$ cat src/rtl/instruction_fetch.sv
// instruction_fetch: single-entry fetch stage with a PC, a ready/valid hand-off to decode,
// a redirect flush and a sticky misaligned-target fault.
module instruction_fetch #(
    parameter int DATA_WIDTH = 32,
    parameter int ADDRESS_WIDTH = 32,
    parameter logic [ADDRESS_WIDTH-1:0] RESET_PC = '0
) (
    input  logic                     clk,
    input  logic                     rst,
    output logic [ADDRESS_WIDTH-1:0] imem_address,
    input  logic [DATA_WIDTH-1:0]    imem_instruction,
    input  logic                     redirect_valid,
    input  logic [ADDRESS_WIDTH-1:0] redirect_target,
    output logic                     out_valid,
    input  logic                     out_ready,
    output logic [ADDRESS_WIDTH-1:0] out_pc,
    output logic [ADDRESS_WIDTH-1:0] out_pc_plus4,
    output logic [DATA_WIDTH-1:0]    out_instruction,
    output logic                     fault,
    output logic [ADDRESS_WIDTH-1:0] fault_addr
);
    typedef enum logic {FETCH, FAULT} state_t;
    localparam logic [DATA_WIDTH-1:0] NOP = DATA_WIDTH'(32'h00000013);
    state_t r_state, w_state_next;
    logic [ADDRESS_WIDTH-1:0] r_pc, r_out_pc, r_out_pc_plus4, r_fault_addr;
    logic [DATA_WIDTH-1:0] r_out_instruction;
    logic r_out_valid, r_fault;
    logic w_redirect, w_misaligned, w_load_en;
    always_comb begin
        w_misaligned = redirect_target[1:0] != 2'b00;
        w_redirect   = (r_state == FETCH) && redirect_valid;
        w_load_en    = (r_state == FETCH) && (!r_out_valid || out_ready);
        w_state_next = (w_redirect && w_misaligned) ? FAULT : r_state;
    end
    always_ff @(posedge clk or posedge rst) begin
        if (rst) r_state <= FETCH;
        else r_state <= w_state_next;
    end
    // Redirect wins over both stall and normal fetch; the held word is dropped either way.
    always_ff @(posedge clk or posedge rst) begin
        if (rst) begin
            r_pc              <= RESET_PC;
            r_out_valid       <= 1'b0;
            r_out_pc          <= '0;
            r_out_pc_plus4    <= '0;
            r_out_instruction <= NOP;
            r_fault           <= 1'b0;
            r_fault_addr      <= '0;
        end else if (w_redirect) begin
            r_out_valid <= 1'b0;
            if (w_misaligned) begin
                r_fault      <= 1'b1;
                r_fault_addr <= redirect_target;
            end else begin
                r_pc <= redirect_target;
            end
        end else if (w_load_en) begin
            r_out_valid       <= 1'b1;
            r_out_pc          <= r_pc;
            r_out_pc_plus4    <= r_pc + ADDRESS_WIDTH'(4);
            r_out_instruction <= imem_instruction;
            r_pc              <= r_pc + ADDRESS_WIDTH'(4);
        end
    end
    assign imem_address    = r_pc;
    assign out_valid       = r_out_valid;
    assign out_pc          = r_out_pc;
    assign out_pc_plus4    = r_out_pc_plus4;
    assign out_instruction = r_out_instruction;
    assign fault           = r_fault;
    assign fault_addr      = r_fault_addr;
endmodule

$ cat config.mk
export PLATFORM = sky130hd
export DESIGN_NAME = instruction_fetch
export DESIGN_NICKNAME = d
export VERILOG_FILES = /design/src/rtl/instruction_fetch.sv
export SDC_FILE = /design/constraint.sdc
export NUM_CORES = 1
export LEC_CHECK = 0
export ABC_AREA = 1
export CORE_UTILIZATION = 46
export DETAILED_ROUTE_END_ITERATION = 8
export GPL_ROUTABILITY_DRIVEN = 1
export GPL_TIMING_DRIVEN = 0
export PLACE_DENSITY = 0.83
export SYNTH_ARGS = -nofsm -noshare
export SYNTH_HDL_FRONTEND = slang
export SYNTH_SLANG_ARGS = --single-unit
$ cat constraint.sdc
create_clock -name clk -period 7.75 [get_ports clk]
set_input_delay 1.55 -clock clk [delete_from_list [all_inputs] [get_ports clk]]
set_output_delay 1.55 -clock clk [all_outputs]
set_load 0.03 [all_outputs]
==> impl_metrics.ini, run 1 <==
[outcome]
violations = DRC
outcome = complete, but fails checks

[power]
powerDensity_mw_per_mm2 = 189
peakVddDrop_mv = 0.161
p_leak_nw = 4.84

[route]
dr_total_vias = 6584
first_iter_violations = 653
drt-total-wl_mm = 20.9
final_antenna_net_count = 0
post_drt_via_cell_ratio = 5.07
drt_first_pass_iters = 9
wl_per_cell_um = 16.1
drcViolationCount = 18

[layout]
final_common_cell = nand2_1
fillerInstances = 1204
multi_input_area_mm2 = 0.00269
area.growth.synth_to_final_pct = 44.6
regArea_mm2 = 0.00401
design_area_mm2 = 0.0102
layout-drive-gt1-share_pct = 6.55
num-nets-final = 1170
layout_common_cells = 390 x nand2_1, 229 x clkdlybuf4s50_1, 157 x dfrtp_1
insertedDiodeCount = 0

[global_routing]
grt_busiest_layer = met2
use_met3_pct = 6.29
grt_pass1_wl_mm = 33.1
grt_pass1_vias = 6253
antenna_found_initial = 0
met1_usage_pct = 36.5
grt_max_degree = 128
grtUsageTotal_pct = 27.2
grt_util_met2_pct = 42.7
overflow = 0

[logic_synthesis]
synthesis.nets = 921
synth.avg_cell_area_um2 = 8.24
yosys.area.top_type = dfrtp_1
synthTopCellsByArea = dfrtp_1 56%, nand2_1 21%, nor2_1 3.6%, a21oi_1 3.1%, o21ai_0 2.7%
synth_area_mm2 = 0.00702
synth_warnings = 0
syn_inst = 852
ys_types = 27
ys_seq_area_share_pct = 57.1
yosysTopAreaCellShare_pct = 56.0
ys_ff_latch = 160

[sta]
setup_violations = 0
rsz0062_at_grt = false
max_slew_margin_pct = 55.9
fmax_mhz = 305
hold_ws_ns = 0.466
fin_skew_ns = 0.00961
min_period_ns = 3.28
tightest_slew_ns = 0.661
finalHoldViolCount = 0
period_share_pct = 42.3
slew_violations = 0

[clock_network]
clk_path_buf_depth = 2
cts_buffers = 17
clock_sinks = 160
ctsResizeCount = 0
cts_max_level = 4
post_cts_buffers = 0
clk_latency_ns = 0.43
clockRootBuffer = clkbuf_16
hold_buffers = 0
clk_transition_reported_paths_ns = 0.06
cts_tree = yes

[worst_setup_path]
cp-end-kind = primary output
cp.required_ns = 6.20
arrival_ns = 1.73
worstPathMaxFanout = 6
path_class = register to primary output
start_kind = register
slowest_stage = clkdlybuf4s50_1
crit_path_max_incr_delay_ns = 0.77
cpLargestDelayFamily = buffers and inverters
path_cells = clkdlybuf4s50_1
cp_num_buf_inv = 1

[floorplan]
die_width_um = 126
die-area_mm2 = 0.0158
die_h_um = 126
initial_core_util_pct = 47.8
fp-row-count = 44
core-area_mm2 = 0.0147
io_pins = 230

[flow_run]
maxCapViolCount = 0

[place]
place_hpwl_mm = 15.4
place_area_mm2 = 0.00958
port_buffers = 229
gp_congestion = 0.884

[hold_path]
min-delay-path-class = register to register
==> routing by layer <==
metal  share of wire (%)  vias to the layer above
li1                    -                     3168
met1                  43                     3071
met2                  46                      300
met3                 7.3                       45
met4                 2.9                        0
met5                   0                        -
==> cell families after synthesis <==
logic type,share of synthesized area (%)
compound gates,7.98
xor+xnor,2.19
fa+ha+maj,0.178
buf+inv,4.56
flops,57.1
simple gates,28.0
==> registers in the layout (all words and copies together) (netlist names) <==
signal           cells
fault_addr          32
r_state              1
out_pc              32
imem_address        32
out_instruction     32
out_pc_plus4        30
out_valid            1
==> where the power goes <==
part	total (mW)	switching (mW)	internal, mW
clock network	0.821	0.334	0.488
logic	0.212	0.119	0.0929
registers	0.886	0.0255	0.860
==> metrics by stage <==
stage	setup TNS, ns	power, mW	util [%]	cells	setup WS (ns)
2_1_floorplan	0	0.998	-	852	1.89
6_report	0	1.92	69.1	1298	4.47
3_3_place_gp	-34.14	1.11	64.9	1265	-0.234
3_5_place_dp	0	1.11	65.2	1266	4.38
5_1_grt	0	1.98	69.1	1298	4.44
4_1_cts	0	1.93	69.1	1298	4.46
==> cells in the mapped netlist, drive strengths merged <==
| master | n |
|---|---|
| dfstp | 3 |
| nor2 | 80 |
| ha | 1 |
| o21ai | 38 |
| xor2 | 13 |
| a22o | 1 |
| a22oi | 2 |
| inv | 40 |
| nand3 | 15 |
| clkbuf | 22 |
| o21bai | 1 |
| and2 | 2 |
| buf | 16 |
| a21oi | 44 |
| or2 | 1 |
| a31oi | 19 |
| nand2 | 395 |
| xnor2 | 2 |
| dfrtp | 157 |
==> area by class of cell <==
cell class / count / area share [%]
plain buffers: 38 / 1.68
clock buffers: 21 / 4.53
clock inverters: 11 / 1.12
inverters: 40 / 1.55
multi-input cells: 614 / 26.5
flip-flops and latches: 160 / 39.5
well taps: 184 / 2.27
repair buffers: 230 / 22.8
==> path summary, 6_finish.rpt <==
path,from,cells after the start,slack [ns],endpoint
setup / recovery,imem_address[15]$_DFFE_PP0P_,1,4.47,imem_address[15]
hold / removal,out_instruction[1]$_DFFE_PP1P_,2,0.47,out_instruction[1]$_DFFE_PP1P_
setup reg to reg,imem_address[2]$_DFFE_PP0P_,8,5.91,imem_address[16]$_DFFE_PP0P_
hold reg to reg,out_instruction[1]$_DFFE_PP1P_,2,0.47,out_instruction[1]$_DFFE_PP1P_
max in group asynchronous,rst,3,5.37,fault_addr[17]$_DFFE_PP0P_
min in group asynchronous,rst,2,1.48,out_instruction[11]$_DFFE_PP0P_
==> tightest hold or removal path, cell delays in order, from the launching register on <==
cell and delay, ns:
dfstp_2 0.36, nand2_1 0.05, nand2_1 0.05
Note: power is estimated with default switching activity, not from simulation.
==> inputs of run 2 (changes only) <==
==> constraint.sdc (replaced) <==
create_clock -name clk -period 3.26 [get_ports clk]
set_input_delay 0.652 -clock clk [delete_from_list [all_inputs] [get_ports clk]]
set_output_delay 0.652 -clock clk [all_outputs]
set_load 0.03 [all_outputs]
==> run 2 against run 1 <==
Compared with the run above: critical path type unchanged; cell count rose by 0.23%; hold slack better by 0.0018 ns; via count is 0.65% higher; routed wire length rose by 0.94%; the run still ends with DRC left; count of clock-buffer cells in the layout grew 2; global-route usage rose by 0.71 points; clock power rose to 2.8 times the previous value; cell area rose by 1.4%; critical endpoint is now imem_address[18]; sequential power grew 140%; highest routed layer unchanged; critical path depth stayed put; combinational power increased by 140%.
==> impl_metrics.ini, run 2 (synthesized netlist as in run 1, its figures left out) <==
[layout]
fin_cells = 1301
num-nets-final = 1173
fillerInstances = 1167
area.growth.synth_to_final_pct = 46.7
layout-drive-gt1-share_pct = 6.62
layout_common_cells = 390 x nand2_1, 229 x clkdlybuf4s50_1, 157 x dfrtp_1
final_common_cell = nand2_1
insertedDiodeCount = 0

[worst_setup_path]
cpLargestDelayFamily = buffers and inverters
crit_cells = 1
reg2reg_depth = 8
cp.required_ns = 2.61
path_cells = clkdlybuf4s50_1
r2r-end = imem_address[16]$_DFFE_PP0P_
cp_num_buf_inv = 1
arrival_ns = 1.71
path_class = register to primary output
endpoint = imem_address[18]
cp-end-kind = primary output
timing.rr.start = imem_address[2]$_DFFE_PP0P_
slowest_stage = clkdlybuf4s50_1
reg2reg_slack_ns = 1.39
cp-startpoint = imem_address[18]$_DFFE_PP0P_
crit_path_max_incr_delay_ns = 0.76
start_kind = register
worstPathMaxFanout = 6

[power]
switching_power_mw = 1.14
sequentialPowerShare_pct = 43.1
p_leak_nw = 4.90
clock_power_share_pct = 46.5
peakVddDrop_mv = 0.375
combinationalPowerShare_pct = 10.4
powerDensity_mw_per_mm2 = 475
swShare_pct = 23.3
p_int_mw = 3.75
total_power_mw = 4.89

[route]
drcViolationCount = 18
dr_total_vias = 6627
wl_per_cell_um = 16.2
post_drt_via_cell_ratio = 5.09
m1WireLength_mm = 8.94
route.met3.wl_mm = 1.62
drt_first_pass_iters = 8
final_antenna_net_count = 0
dr_wl_met2_mm = 9.83
drt-total-wl_mm = 21.1
top_layer = met4
first_iter_violations = 507

[floorplan]
fp-row-count = 44
die_h_um = 126
initial_core_util_pct = 47.8
core-area_mm2 = 0.0147
die-area_mm2 = 0.0158
io_pins = 230
die_width_um = 126

[sta]
slew_violations = 0
setup_violations = 0
period_share_pct = 72.3
finalHoldViolCount = 0
worst_slack_ns = 0.902
tightest_slew_ns = 0.631
rsz0062_at_grt = false
min_period_ns = 2.36
hold_ws_ns = 0.468
max_slew_margin_pct = 57.9
fin_skew_ns = 0.00842
fmax_mhz = 424

[clock_network]
cts_max_level = 4
post_cts_buffers = 0
clockRootBuffer = clkbuf_16
clk_transition_reported_paths_ns = 0.06
cts_buffers = 17
clk_path_buf_depth = 2
cts_tree = yes
clock_sinks = 160
clk_latency_ns = 0.43
ctsResizeCount = 0
hold_buffers = 0

[place]
placed_cells = 1269
gp_congestion = 0.897
post-place-ws_ns = 0.778
port_buffers = 229
place_hpwl_mm = 16.0

[global_routing]
grt_pass1_vias = 6357
grtUsageTotal_pct = 27.9
grt_pass1_wl_mm = 33.7
overflow = 0
antenna_found_initial = 0
grt_max_degree = 41

[outcome]
outcome = complete, but fails checks
violations = DRC

[flow_run]
maxCapViolCount = 0

[hold_path]
min-delay-path-class = register to register
## run 2: cell types whose count changed in the layout (fill, tap and decap cells not counted), sizes merged
| cell | change |
|---|---|
| buf | +3 |
| bufinv | +4 |
| clkbuf | +2 |
| clkinv | -6 |
## run 2: routing by layer
metal	vias up	track usage (%)
met5	-	0
met1	3089	37.0
li1	3180	-
met3	45	6.03
met2	313	44.0
met4	0	13.1
## run 2: worst min-delay path by stage
| stage | cells past startpoint | end | slack [ns] | from |
|---|---|---|---|---|
| after floorplan | 2 | out_instruction[0]$_DFFE_PP1P_ | 0.53 | out_instruction[0]$_DFFE_PP1P_ |
| after global placement | 2 | fault_addr[31]$_DFFE_PP0P_ | 0.45 | fault_addr[31]$_DFFE_PP0P_ |
| after detailed placement | 2 | fault_addr[31]$_DFFE_PP0P_ | 0.46 | fault_addr[31]$_DFFE_PP0P_ |
| after CTS | 2 | out_instruction[1]$_DFFE_PP1P_ | 0.47 | out_instruction[1]$_DFFE_PP1P_ |
| after global routing | 2 | out_instruction[1]$_DFFE_PP1P_ | 0.49 | out_instruction[1]$_DFFE_PP1P_ |
| final | 2 | out_instruction[1]$_DFFE_PP1P_ | 0.47 | out_instruction[1]$_DFFE_PP1P_ |
## run 2: power groups by stage
stage | Sequential, mW | Combinational, mW | Clock, mW
after floorplan | 2.24 | 0.129 | 0
after global placement | 2.14 | 0.493 | 0
after detailed placement | 2.14 | 0.513 | 0
after CTS | 2.11 | 0.515 | 2.28
after global routing | 2.11 | 0.547 | 2.38
final | 2.11 | 0.511 | 2.27
## run 2: per-stage QoR
step	utilization (%)	area, um^2	TNS, ns
floorplan	-	7030	0
global placement	65.0	9550	-119.45
detailed placement	65.5	9630	0
CTS	70.1	10300	0
global route	70.1	10300	0
finish	70.1	10300	0
## run 2: final cells by class
type / instances / area (um^2) / area share (%)
sequential: 160 / 4010 / 38.9
buffer: 38 / 170 / 1.65
multi-input combinational: 614 / 2690 / 26.2
tap: 184 / 230 / 2.24
clock buffer: 23 / 468 / 4.54
timing repair buffer: 233 / 2370 / 23.0
inverter: 40 / 154 / 1.49
clock inverter: 9 / 201 / 1.96
==> patch: new RTL, settings of run 1 <==
`DATA_WIDTH`: 32 -> 40.
--- a/src/rtl/instruction_fetch.sv
+++ b/src/rtl/instruction_fetch.sv
@@ -1,7 +1,7 @@
 // instruction_fetch: single-entry fetch stage with a PC, a ready/valid hand-off to decode,
 // a redirect flush and a sticky misaligned-target fault.
 module instruction_fetch #(
-    parameter int DATA_WIDTH = 32,
+    parameter int DATA_WIDTH = 40,
     parameter int ADDRESS_WIDTH = 32,
     parameter logic [ADDRESS_WIDTH-1:0] RESET_PC = '0
 ) (
Interface: changed (resized imem_instruction and out_instruction); port bits go from 230 to 246. The function was not compared with the original's and may differ.
==> patch against run 1 <==
Count of clock-buffer cells in the layout shrank 2; area after synthesis grew 4.9%; design area grew 5.4%; power grew 4.4%; routed wire length grew 5.7%; sequential cell count grew 8; cell count grew 5.9%; critical path depth is the same; setup slack lost 0.015 ns; critical path type unchanged; largest power group unchanged.
==> patch: results (changes against run 1) <==
Logic synthesis
  – Fraction of registers with async set or reset after synthesis: 100% (unchanged)
  – Proportion of synthesized chip area in sequential cells: 57.1% (about the same)
  – Adder-cell share of the synthesized area: 0.170% (was 0.178%)
  – Most area-consuming cells after synthesis: sky130_fd_sc_hd__dfrtp_1 56%, sky130_fd_sc_hd__nand2_1 21%, sky130_fd_sc_hd__nor2_1 3.4% (was sky130_fd_sc_hd__dfrtp_1 56%, sky130_fd_sc_hd__nand2_1 21%, sky130_fd_sc_hd__nor2_1 3.6%)
  – Proportion of synthesized area in mux cells: 0% (unchanged)
  – Cell variety after synth: 29 (was 27)
  – Post-synthesis xor/xnor area fraction: 2.19% (about the same)
  – Cell types with the highest counts after synthesis: 411 x sky130_fd_sc_hd__nand2_1, 165 x sky130_fd_sc_hd__dfrtp_1, 66 x sky130_fd_sc_hd__nor2_1 (was 390 x sky130_fd_sc_hd__nand2_1, 157 x sky130_fd_sc_hd__dfrtp_1, 67 x sky130_fd_sc_hd__nor2_1)
  – Net count after synthesis: 963 (was 921)
  – Fraction of the mapped netlist area in compound gates: 7.61% (was 7.98%)

Drt
  – Total iterations of the first detailed-routing run: 5 (was 9)
  – First DRT Iteration DRCs: 539 (was 653)
  – Avg WL per Cell: 16.1 µm (about the same)
  – DR vias/cell: 4.95 (was 5.07)

Timing
  – Final clock skew: 0.00804 ns (was 0.00961 ns)
  – Fin Hold WS: 0.472 ns (was 0.466 ns)
  – Worst-Margin Slew: 0.687 ns (was 0.661 ns)

Setup path
  – CP delay by family, top: buffers and inverters (unchanged)
  – Reg-to-reg slack, setup: 5.91 ns (about the same)
  – Crit Reg-Reg Startpoint: r_state (was imem_address[2])
  – R2R depth: 9 (was 8)
  – Critical Path Max Stage Delay: 0.75 ns (was 0.77 ns)
  – Endpoint of the lowest-slack register-to-register path: imem_address[15] (was imem_address[16])

Global routing
  – Global routing usage summed across all routing layers: 27.4% (was 27.2%)
  – Maximum number of pins on one net before global-route repair: 130 (was 128)
  – Wire length of the first global-routing pass: 34500 µm (was 33100 µm)
  – Antenna violations before repair: 0 (unchanged)
  – Vias in the first global route: 6601 (was 6253)

Final layout
  – Filler cells: 1219 (was 1204)
  – Total Nets Final: 1228 (was 1170)
  – Fraction of final layout cells with drive strength greater than 1: 7.04% (was 6.55%)

Outcome
  – Result of the run: finished, final reports clean (was complete, but fails checks)

Clock network
  – Number of instances resized during post-cts repair: 0 (unchanged)
  – CTS max path bufs: 2 (unchanged)
  – Post-CTS Setup Repair Bufs: 0 (unchanged)
  – Master cell of the clock root buffer: sky130_fd_sc_hd__clkbuf_16 (unchanged)

Worst hold path
  – Worst Hold End: fault_addr[26] (was out_instruction[1])
  – Hold Startpoint: fault_addr[26] (was out_instruction[1])

Power
  – Peak supply drop: 0.000158 V (was 0.000161 V)
  – Static power due to leakage: 5.12 nW (was 4.84 nW)

Placed design
  – Placement-stage cell area: 10100 µm² (was 9580 µm²)
  – Buffers on Ports: 245 (was 229)
  – Routability Congestion: 0.858 (was 0.884)
  – Final HPWL from detailed placement: 16600 µm (was 15400 µm)
-- patch: cell types whose count changed after synthesis, sizes merged --
cell	delta
nand2	+24
buf	+3
dfrtp	+8
clkbuf	-1
-- patch: routing by layer --
layer | part of all wire (%) | track usage [%] | vias to the layer above
met3 | 7.1 | 7.11 | 41
met1 | 43 | 34.8 | 3223
met5 | 0 | 0 | -
met4 | 2.5 | 10.5 | 0
met2 | 48 | 45.2 | 247
li1 | - | - | 3293
-- patch: metrics by stage --
| step | setup TNS (ns) | power (mW) | util (%) | instances | setup slack, ns |
|---|---|---|---|---|---|
| final | 0 | 2.00 | 69.4 | 1375 | 4.46 |
| after floorplan | 0 | 1.05 | - | 886 | 1.66 |
| after detailed placement | 0 | 1.17 | 65.6 | 1343 | 4.43 |
| after CTS | 0 | 2.01 | 69.4 | 1375 | 4.44 |
| after global placement | -79.10 | 1.17 | 65.3 | 1342 | -0.497 |
| after global routing | 0 | 2.06 | 69.4 | 1375 | 4.42 |
-- patch: cell type report --
| type | instances | share of cell area (%) |
|---|---|---|
| plain buffers | 40 | 1.68 |
| clock buffers | 19 | 4.14 |
| clock inverters | 13 | 1.36 |
| inverters | 40 | 1.47 |
| multi-input cells | 638 | 26.4 |
| flip-flops and latches | 168 | 39.3 |
| well taps | 211 | 2.47 |
| repair buffers | 246 | 23.2 |
-- patch: power by group --
group	total, mW	internal [mW]	switching (mW)
registers	0.931	0.903	0.0272
clock network	0.846	0.486	0.360
logic	0.226	0.100	0.126
total	2.00	1.49	0.513
-- patch: logic make-up after synthesis --
family          after synthesis
flops                       168
xor+xnor                     15
compound gates              105
simple gates                517
buf+inv                      80
fa+ha+maj                     1
-- patch: tightest hold or removal path: stages, from the launching register on --
cell and delay [ns]:
sky130_fd_sc_hd__dfrtp_1 0.34, sky130_fd_sc_hd__nand2_1 0.05, sky130_fd_sc_hd__nand2_1 0.05
-- patch: how the worst max path moves through the flow --
stage                           startpoint                to  slack (ns)  depth (start not counted)
after detailed placement    redirect_valid  imem_address[15]        4.43                          9
final                     imem_address[18]  imem_address[18]        4.46                          1
after global placement                 rst    fault_addr[23]       -0.50                          2
after global routing      imem_address[15]  imem_address[15]        4.42                          1
after floorplan                        rst     fault_addr[0]        1.66                          1
after CTS                 imem_address[11]  imem_address[11]        4.44                          1
